===== config.mk =====
export PLATFORM = sky130hd
export DESIGN_NAME = regfile_mp_flat
export DESIGN_NICKNAME = d
export VERILOG_FILES = /design/src/rtl/regfile_pkg.sv /design/src/rtl/regfile_mp_if.sv /design/src/rtl/regfile_clear_fsm.sv /design/src/rtl/regfile_mp.sv /design/src/flat_wrapper.sv
export SDC_FILE = /design/constraint.sdc
export NUM_CORES = 2
export LEC_CHECK = 0
export CAP_MARGIN = 30
export CORE_UTILIZATION = 63
export CTS_CLUSTER_DIAMETER = 50
export DETAILED_ROUTE_END_ITERATION = 7
export PLACE_DENSITY = 0.81
export SLEW_MARGIN = 20
export SYNTH_ARGS = -nofsm -noshare
export SYNTH_HDL_FRONTEND = slang
export SYNTH_SLANG_ARGS = --single-unit

===== constraint.sdc =====
create_clock -name CLK -period 10.6 [get_ports CLK]
set_clock_uncertainty 0.2 [all_clocks]
set_input_delay 2.12 -clock CLK [delete_from_list [all_inputs] [get_ports CLK]]
set_output_delay 2.12 -clock CLK [all_outputs]
set_load 0.05 [all_outputs]

===== src/rtl/regfile_pkg.sv =====
// Purpose : shared encodings for the multi-port register file (read-source select, clear FSM states).
// Latency : n/a (types and constants only).
// Backpressure: n/a.
package regfile_pkg;

  // Read-source select per port; 2'b11 is decoded as GPR.
  localparam logic [1:0] SEL_GPR = 2'b00;
  localparam logic [1:0] SEL_HI  = 2'b01;
  localparam logic [1:0] SEL_LO  = 2'b10;

  typedef enum logic {
    CLEAR = 1'b0,
    RUN   = 1'b1
  } state_t;

endpackage


===== src/rtl/regfile_mp_if.sv =====
// Purpose : bundles the decode-side read ports and writeback-side write port of regfile_mp.
// Latency : n/a (wiring only).
// Backpressure: none; busy/wr_drop report writes discarded during the clear sweep.
// Ports: rd_en/rd_sel/rd_addr -> rd_data (per port, packed), wr_* write port, busy, wr_drop.
interface regfile_mp_if #(
  parameter int DATA_W = 32,
  parameter int ADDR_W = 5,
  parameter int NUM_RD = 2
);
  logic [NUM_RD-1:0]        rd_en;
  logic [2*NUM_RD-1:0]      rd_sel;
  logic [NUM_RD*ADDR_W-1:0] rd_addr;
  logic [NUM_RD*DATA_W-1:0] rd_data;
  logic                     wr_en;
  logic                     wr_hilo;
  logic [ADDR_W-1:0]        wr_addr;
  logic [DATA_W-1:0]        wr_data;
  logic [DATA_W-1:0]        wr_lo;
  logic                     busy;
  logic                     wr_drop;

  // Pipeline side: decode drives reads, writeback drives the write port.
  modport master (
    output rd_en, rd_sel, rd_addr, wr_en, wr_hilo, wr_addr, wr_data, wr_lo,
    input  rd_data, busy, wr_drop
  );

  // Register-file side.
  modport slave (
    input  rd_en, rd_sel, rd_addr, wr_en, wr_hilo, wr_addr, wr_data, wr_lo,
    output rd_data, busy, wr_drop
  );
endinterface


===== src/rtl/regfile_clear_fsm.sv =====
// Purpose : post-reset sweep that zeroes one register entry per cycle, then parks in RUN.
// Latency : busy stays high for exactly 2**ADDR_W posedges after RST is released.
// Backpressure: busy=1 tells the top level to discard user writes and return 0 on reads.
// Ports: CLK, RST (sync, active-high) in; busy, clr_we, clr_addr out.
module regfile_clear_fsm
  import regfile_pkg::*;
#(
  parameter int ADDR_W = 5
) (
  input  logic              CLK,
  input  logic              RST,
  output logic              busy,
  output logic              clr_we,
  output logic [ADDR_W-1:0] clr_addr
);

  state_t            state_q, state_d;
  logic [ADDR_W-1:0] clr_cnt, cnt_d;

  always_ff @(posedge CLK) begin
    if (RST) begin
      state_q <= CLEAR;
      clr_cnt <= '0;
    end else begin
      state_q <= state_d;
      clr_cnt <= cnt_d;
    end
  end

  always_comb begin
    state_d = state_q;
    cnt_d   = clr_cnt;
    busy    = 1'b0;
    clr_we  = 1'b0;
    case (state_q)
      CLEAR: begin
        busy   = 1'b1;
        // Hold off the sweep while reset is asserted so a restart begins at entry 0.
        clr_we = ~RST;
        cnt_d  = clr_cnt + 1'b1;
        if (clr_cnt == '1) state_d = RUN;
      end
      RUN:     state_d = RUN;
      default: state_d = CLEAR;
    endcase
  end

  assign clr_addr = clr_cnt;

endmodule


===== src/rtl/regfile_mp.sv =====
// Purpose : NUM_RD-read / 1-write GPR file plus HI/LO pair, with optional same-cycle write bypass.
// Latency : reads registered, data visible 1 cycle after rd_en; writes land at the same posedge.
// Backpressure: none; writes during the clear sweep are dropped and flagged on wr_drop next cycle.
// Ports: CLK, RST (sync, active-high); bus (regfile_mp_if.slave) carries read ports, write port, busy, wr_drop.
module regfile_mp
  import regfile_pkg::*;
#(
  parameter int DATA_W = 32,
  parameter int ADDR_W = 5,
  parameter int NUM_RD = 2,
  parameter int BYPASS = 1
) (
  input  logic         CLK,
  input  logic         RST,
  regfile_mp_if.slave  bus
);

  localparam int DEPTH = 2**ADDR_W;

  logic              busy;
  logic              clr_we;
  logic [ADDR_W-1:0] clr_addr;

  regfile_clear_fsm #(.ADDR_W(ADDR_W)) u_clr (
    .CLK      (CLK),
    .RST      (RST),
    .busy     (busy),
    .clr_we   (clr_we),
    .clr_addr (clr_addr)
  );

  logic [DATA_W-1:0] mem [DEPTH];
  logic [DATA_W-1:0] hi_q, lo_q;
  logic              wr_drop_q;

  // User writes only take effect in RUN and never while reset is asserted.
  logic user_we, gpr_we, hilo_we;
  assign user_we = bus.wr_en & ~busy & ~RST;
  assign gpr_we  = user_we & ~bus.wr_hilo & (bus.wr_addr != '0);
  assign hilo_we = user_we &  bus.wr_hilo;

  // Single array write port shared by the clear sweep and the user (mutually exclusive via busy).
  logic              arr_we;
  logic [ADDR_W-1:0] arr_addr;
  logic [DATA_W-1:0] arr_wdata;
  assign arr_we    = clr_we | gpr_we;
  assign arr_addr  = clr_we ? clr_addr : bus.wr_addr;
  assign arr_wdata = clr_we ? '0 : bus.wr_data;

  // The array is not reset; the clear sweep zeroes it before any read can see it.
  always_ff @(posedge CLK) begin
    if (arr_we) mem[arr_addr] <= arr_wdata;
  end

  always_ff @(posedge CLK) begin
    if (RST) begin
      hi_q      <= '0;
      lo_q      <= '0;
      wr_drop_q <= 1'b0;
    end else begin
      if (hilo_we) begin
        hi_q <= bus.wr_data;
        lo_q <= bus.wr_lo;
      end
      wr_drop_q <= busy & bus.wr_en;
    end
  end

  for (genvar p = 0; p < NUM_RD; p++) begin : g_rd
    logic [1:0]        sel;
    logic [ADDR_W-1:0] addr;
    logic [DATA_W-1:0] val;
    logic [DATA_W-1:0] q;

    assign sel  = bus.rd_sel[2*p +: 2];
    assign addr = bus.rd_addr[p*ADDR_W +: ADDR_W];

    always_comb begin
      val = '0;
      if (!busy) begin
        case (sel)
          SEL_HI:  val = ((BYPASS != 0) && hilo_we) ? bus.wr_data : hi_q;
          SEL_LO:  val = ((BYPASS != 0) && hilo_we) ? bus.wr_lo   : lo_q;
          default: begin
            // gpr_we already excludes address 0, so r0 stays hard-wired to zero.
            if (addr == '0)
              val = '0;
            else if ((BYPASS != 0) && gpr_we && (addr == bus.wr_addr))
              val = bus.wr_data;
            else
              val = mem[addr];
          end
        endcase
      end
    end

    always_ff @(posedge CLK) begin
      if (RST)                q <= '0;
      else if (bus.rd_en[p])  q <= val;
    end

    assign bus.rd_data[p*DATA_W +: DATA_W] = q;
  end

  assign bus.busy    = busy;
  assign bus.wr_drop = wr_drop_q;

endmodule

===== src/flat_wrapper.sv =====
// flat-port wrapper written by rule: the top's interface ports become plain ports
module regfile_mp_flat import regfile_pkg::*;
#(
  parameter int DATA_W = 32,
  parameter int ADDR_W = 5,
  parameter int NUM_RD = 2,
  parameter int BYPASS = 1
)
  (CLK, RST, bus_rd_en, bus_rd_sel, bus_rd_addr, bus_wr_en, bus_wr_hilo, bus_wr_addr, bus_wr_data, bus_wr_lo, bus_rd_data, bus_busy, bus_wr_drop);
  regfile_mp_if #(.DATA_W(DATA_W), .ADDR_W(ADDR_W), .NUM_RD(NUM_RD)) bus_i ();
  input  logic CLK;
  input  logic RST;
  input wire logic [$bits(bus_i.rd_en)-1:0] bus_rd_en;
  input wire logic [$bits(bus_i.rd_sel)-1:0] bus_rd_sel;
  input wire logic [$bits(bus_i.rd_addr)-1:0] bus_rd_addr;
  input wire logic [$bits(bus_i.wr_en)-1:0] bus_wr_en;
  input wire logic [$bits(bus_i.wr_hilo)-1:0] bus_wr_hilo;
  input wire logic [$bits(bus_i.wr_addr)-1:0] bus_wr_addr;
  input wire logic [$bits(bus_i.wr_data)-1:0] bus_wr_data;
  input wire logic [$bits(bus_i.wr_lo)-1:0] bus_wr_lo;
  output wire logic [$bits(bus_i.rd_data)-1:0] bus_rd_data;
  output wire logic [$bits(bus_i.busy)-1:0] bus_busy;
  output wire logic [$bits(bus_i.wr_drop)-1:0] bus_wr_drop;
  assign bus_i.rd_en = bus_rd_en;
  assign bus_i.rd_sel = bus_rd_sel;
  assign bus_i.rd_addr = bus_rd_addr;
  assign bus_i.wr_en = bus_wr_en;
  assign bus_i.wr_hilo = bus_wr_hilo;
  assign bus_i.wr_addr = bus_wr_addr;
  assign bus_i.wr_data = bus_wr_data;
  assign bus_i.wr_lo = bus_wr_lo;
  assign bus_rd_data = bus_i.rd_data;
  assign bus_busy = bus_i.busy;
  assign bus_wr_drop = bus_i.wr_drop;
  regfile_mp #(.DATA_W(DATA_W), .ADDR_W(ADDR_W), .NUM_RD(NUM_RD), .BYPASS(BYPASS)) u_core (.CLK(CLK), .RST(RST), .bus(bus_i));
endmodule

* Word-level counts from Yosys, hierarchy flattened *
Memory sizes are Yosys's and may differ from the RTL's.
Index checks and enable logic that the tools add are counted.
W data, S select, Z words.

cells by class
  add/sub/neg operators = 1
  equality and inequality tests = 7
  muxes and demuxes = 18
  bitwise gates (word level) = 10
  reductions and logical operators = 5

operators by type and width
  kind                   count
  $mux W32               9
  $pmux W32 S2           2
  $eq A5 B5 Y1           2
  $logic_not A5 Y1       2
  $and A1 B1 Y1          6
  $add A5 B1 Y5 const B  1
  $eq A5 B5 Y1 const B   1
  $mux W1                5
  $mux W5                1
  $reduce_bool A5 Y1     1
  $eq A2 B1 Y1 const B   2
  $eq A2 B2 Y1 const B   2
  $not A1 Y1             3
  $logic_and A1 B1 Y1    2
  $pmux W1 S2            1
  $or A1 B1 Y1           1

storage, ports and cells
  register bits after elaboration = 135
  RAM bits = 1,024
  input port bits = 89
  output and inout port bits = 66
  logic and storage cells = 49
  memories kept = 1

memories
  memory      words  bits a word  read ports  clocked after Yosys merged registers in  wr ports  line              text
  u_core.mem  32     32           2           0                                        1         regfile_mp.sv:32  logic [DATA_W-1:0] mem [DEPTH];

* Logic depth before layout (Yosys ltp) *
  depth after elaboration = 9
  depth in mapped cells = 10
  mapped depth without buffers = 7

* Modules after synthesis *
A second synthesis with hierarchy kept.

unflattened totals
  cell total of the unflattened synthesis = 3,350
  area total of the unflattened synthesis = 54,644.9 um^2

by module, submodules not included
  module             times used  cells each  area an instance (um^2)  sequential area each (um^2)
  regfile_mp         1           3,324       54,369.6                 33,332.0
  regfile_clear_fsm  1           26          275.3                    120.1

* Least setup slack after synthesis *
Ideal clock, no wire load.

  path kind = input -> register
  start = input RST
  end = memory u_core.mem[20][0] (enable)
  setup time = 0.421 ns
  data arrival time = 4.654 ns
  required time = 9.979 ns
  setup slack = 5.325 ns
  stages on the path = 7
  path buffers = 2
  path through = clkbuf_1 nor2_1 clkbuf_1 nand3_1 o21ai_0 nand2_1 nor2_1

between the ends
  cells in the longest elaborated chain, start to end = 7
  elaborated cells between the ends (all ways) = 9
  those cells by class = 4 x mux; 5 x bitwise

RTL lines
  what                           line                                       text
  from (decl)                    flat_wrapper.sv:12                         input logic RST;
  $not A1 Y1 *                   regfile_clear_fsm.sv:39, regfile_mp.sv:38
  $and A1 B1 Y1                  regfile_mp.sv:38                           assign user_we = bus.wr_en & ~busy & ~RST;
  $and A1 B1 Y1 (2 in series)    regfile_mp.sv:39                           assign gpr_we = user_we & ~bus.wr_hilo & (bus.wr_addr != '0);
  $or A1 B1 Y1                   regfile_mp.sv:46                           assign arr_we = clr_we | gpr_we;
  $mux W1                        regfile_mp.sv:52                           if (arr_we) mem[arr_addr] <= arr_wdata;
  $mux W1 (not written as such)  regfile_mp.sv:52
  to (decl)                      regfile_mp.sv:32

Mark *: on every way between the ends. The rest lies on a longest branch, timed or not.

* Worst setup path in the final report *
  start = input bus_rd_addr[3]
  end = register u_core.g_rd[0].q[0]

between the ends
  cells in the longest elaborated chain, start to end = 6
  elaborated cells between the ends (all ways) = 8
  those cells by class = 1 x eq/ne; 4 x mux; 2 x reduce/logical; 1 x memory

RTL lines
  what                                                                     line                text
  from (decl)                                                              flat_wrapper.sv:15  input wire logic [$bits(bus_i.rd_addr)-1:0] bus_rd_addr;
  parallel branches: the longest is 3 deep, another holds $mem_v2 Z32 W32  n/a
  $mux W32 *                                                               regfile_mp.sv:86    if (addr == '0)
  $pmux W32 S2 *                                                           regfile_mp.sv:81    case (sel)
  $mux W32 *                                                               regfile_mp.sv:80    if (!busy) begin
  to (signal assigned)                                                     regfile_mp.sv:99    else if (bus.rd_en[p]) q <= val;
  to (decl)                                                                regfile_mp.sv:73    logic [DATA_W-1:0] q;

Mark *: on every way between the ends.
A chain may end at the register's enable or synchronous reset.

==> reports/results.ini <==
[outcome]
status=finished clean

[worst_setup_path]
r2r_start=u_core.u_clr.state_q$_SDFF_PP0_
cpPeakStageDelay_ns=0.97
start_kind=primary input
crit_path_cell_trace=clkdlybuf4s50_1 > and2_2 > buf_4 > a22o_1 > a2111oi_0 > nor4_1 > o22a_1
worstPathRequired_ns=11.04
crit_arrival_ns=6.21
slowest_stage=nor4_1
path_class=in -> reg
cp_max_fo=38
setup.worst_path.start=bus_rd_addr[3]
ff2ff_path_depth=7
cp-end-kind=flip-flop

[clock_network]
clock_sinks=1159
cts_resized=0
cts_setup_buffers=0
htree_levels=3
numCtsBuffers=119
cts_tree=done
cts_root_buffer=clkbuf_16
clk_latency_ns=0.72
clk_pin_slew_worst_paths_ns=0.06
cts_buffer_depth=3
holdBufCountCts=0

[place]
place_congestion=0.9328
dp_cells=4290
post-dp-hpwl_um=100200
place.port_buffers=154
pre_cts_ws_ns=4.473
post_dp_cell_area_um2=56670

[layout]
final_util_pct=72.26
final_cell_area_um2=60670
final_nets=3373
area_growth_pct=13.08
instances_no_fill=4519
drive_gt1_share_pct=24.50

[timing]
rsz0062_at_grt=false
report.final.slew_viol_count=0
min_period_over_period_pct=54.40
timing.fmax_mhz=173.4
slew_headroom_pct=23.88
hold_ws_ns=0.2982
layout_setup_ws_ns=4.834
fin_crit_ns=5.766
finalHoldViolations=0
worstMarginPinSlew_ns=1.131
setup_viol=0
finalSetupTns_ns=0

[grt]
antenna_found_initial=5
overflow=0
grt_pass1_vias=36210
grt_max_degree=115
grt_pass1_wl_um=248100
grt_usage_pct=40.79

[synth]
synth_nets=3255
yosysWarnings=0
netlist_instances=3160
yosysMostFrequentCell=edfxtp_1
synthFlopType=edfxtp_1
netlist_area_um2=53650
synth_commonest_cells=edfxtp_1 (1024), mux4_2 (432), mux2i_1 (241)
synthTopCellsByArea=edfxtp_1 (57%), mux4_2 (18%), dfxtp_1 (5.0%), mux2i_1 (4.5%), o22ai_1 (1.5%)
ys_seq_elements=1159
async_flop_share_pct=0
synthDistinctLibCells=59
ys_seq_area_share_pct=62.35
synth_area_leader_cell=edfxtp_1
synth.top_cell.area_share_pct=57.32
avgSynthCellArea_um2=16.98
synth_edf_count=1024

[job]
max_cap_violations=0

[die]
ios=155
num_rows=106
die-area_um2=86330
fp.dieH_um=293.8
die_w_um=293.8
start_util_pct=63.90
core_um2=83950

[drt]
drt_iter0_drc=6732
route.vias.total=36410
wl_um=175000
drc=0
avgRoutedWirePerCell_um=38.72
route.antenna.remaining_nets=0
first_pass_iters=8
viasPerCell=8.058

[power_and_ir_drop]
finalPower_mw=10.08
power.density_nw_per_um2=166.1
power.leakage_nw=20.26
peakVddDrop_mv=0.1544

[hold_path]
hold_path.class=reg -> reg
hold_depth=2
hp-start=u_core.hi_q[13]$_SDFF_PP0_

[cells in the final DEF (no fill, tap or decap), types with 7 or more instances in the layout]
cell	Yosys	final
a221o_1	9	9
clkbuf_1	146	28
edfxtp_1	1024	1024
o221ai_1	64	64
nor4_1	41	41
nor2_4	0	35
clkdlybuf4s50_1	0	144
nor3_1	25	25
nor2_1	174	138
clkbuf_16	0	121
nor2b_1	22	20
a211oi_1	43	43
buf_4	20	112
mux4_2	432	432
mux2_2	16	16
mux2i_1	241	241
o21ai_0	20	20
nand2b_1	41	40
o22ai_1	132	132
a21o_1	17	17
o211ai_1	16	16
a21oi_1	77	75
o31ai_1	16	16
dfxtp_1	135	135
clkbuf_8	0	26
a41o_1	16	16
o22a_1	45	45
clkinv_2	0	22
inv_1	24	24
xor2_1	7	7
a22o_1	88	88
a2111oi_0	39	39
nand2_1	53	53
[power breakdown]
group | internal (mW) | switching (mW)
sequential | 5.00 | 0.0187
combinational | 0.321 | 0.514
clock | 2.41 | 1.81
total | 7.74 | 2.34
[flip-flops by register name (all words and copies together) (netlist names)]
| signal | cells |
|---|---|
| u_core.mem | 1024 |
| u_core.g_rd.q | 64 |
| u_core.hi_q | 32 |
| u_core.lo_q | 32 |
| u_core.u_clr.clr_addr | 5 |
| u_core.bus.wr_drop | 1 |
| u_core.u_clr.state_q | 1 |
[worst paths after layout]
check	endpoint	slack, ns
max reg2reg	u_core.mem[25][12]$_DFFE_PP_	6.32
min reg2reg	u_core.hi_q[13]$_SDFF_PP0_	0.30
min	u_core.hi_q[13]$_SDFF_PP0_	0.30
max	u_core.g_rd[0].q[0]$_SDFFE_PP0P_	4.83
[routing by layer]
| metal | GRT usage, % | share of wire (%) | vias to the layer above | wire length [um] |
|---|---|---|---|---|
| li1 | - | - | 13590 | - |
| met1 | 52.61 | 32 | 18020 | 55350 |
| met2 | 60.42 | 44 | 3897 | 77840 |
| met3 | 14.38 | 17 | 899 | 29770 |
| met4 | 23.73 | 6.9 | 4 | 12000 |
| met5 | 0 | 0.014 | - | 24 |
[critical path: cells and delay by family]
kind | cells | cell delay [ns]
buffers and inverters | 2 | 1.60
AO/OA/AOI/OAI | 3 | 0.54
AND/OR/NAND/NOR | 2 | 1.93
[cell families (layout without fill, tap and decap cells)]
logic type / after synthesis / after routing / share of synthesized area (%)
compound gates: 598 / 598 / 8.296
xor+xnor: 13 / 13 / 0.2122
fa+ha+maj: 6 / 6 / 0.1399
buf+inv: 298 / 521 / 2.460
flops: 1159 / 1159 / 62.35
mux: 689 / 689 / 22.97
other cells: 0 / 2 / 0
simple gates: 397 / 397 / 3.571
[layout make-up]
cell class              instances  area [um^2]
flip-flops and latches       1159        33450
repair buffers                271         2482
inverters                      24        90.09
fillers                      4901        23290
clock buffers                 175         3491
diodes                          2        5.005
clock inverters                51        484.2
well taps                    1134         1419
multi-input cells            1703        19240
Power figures use the tool's default switching activity.
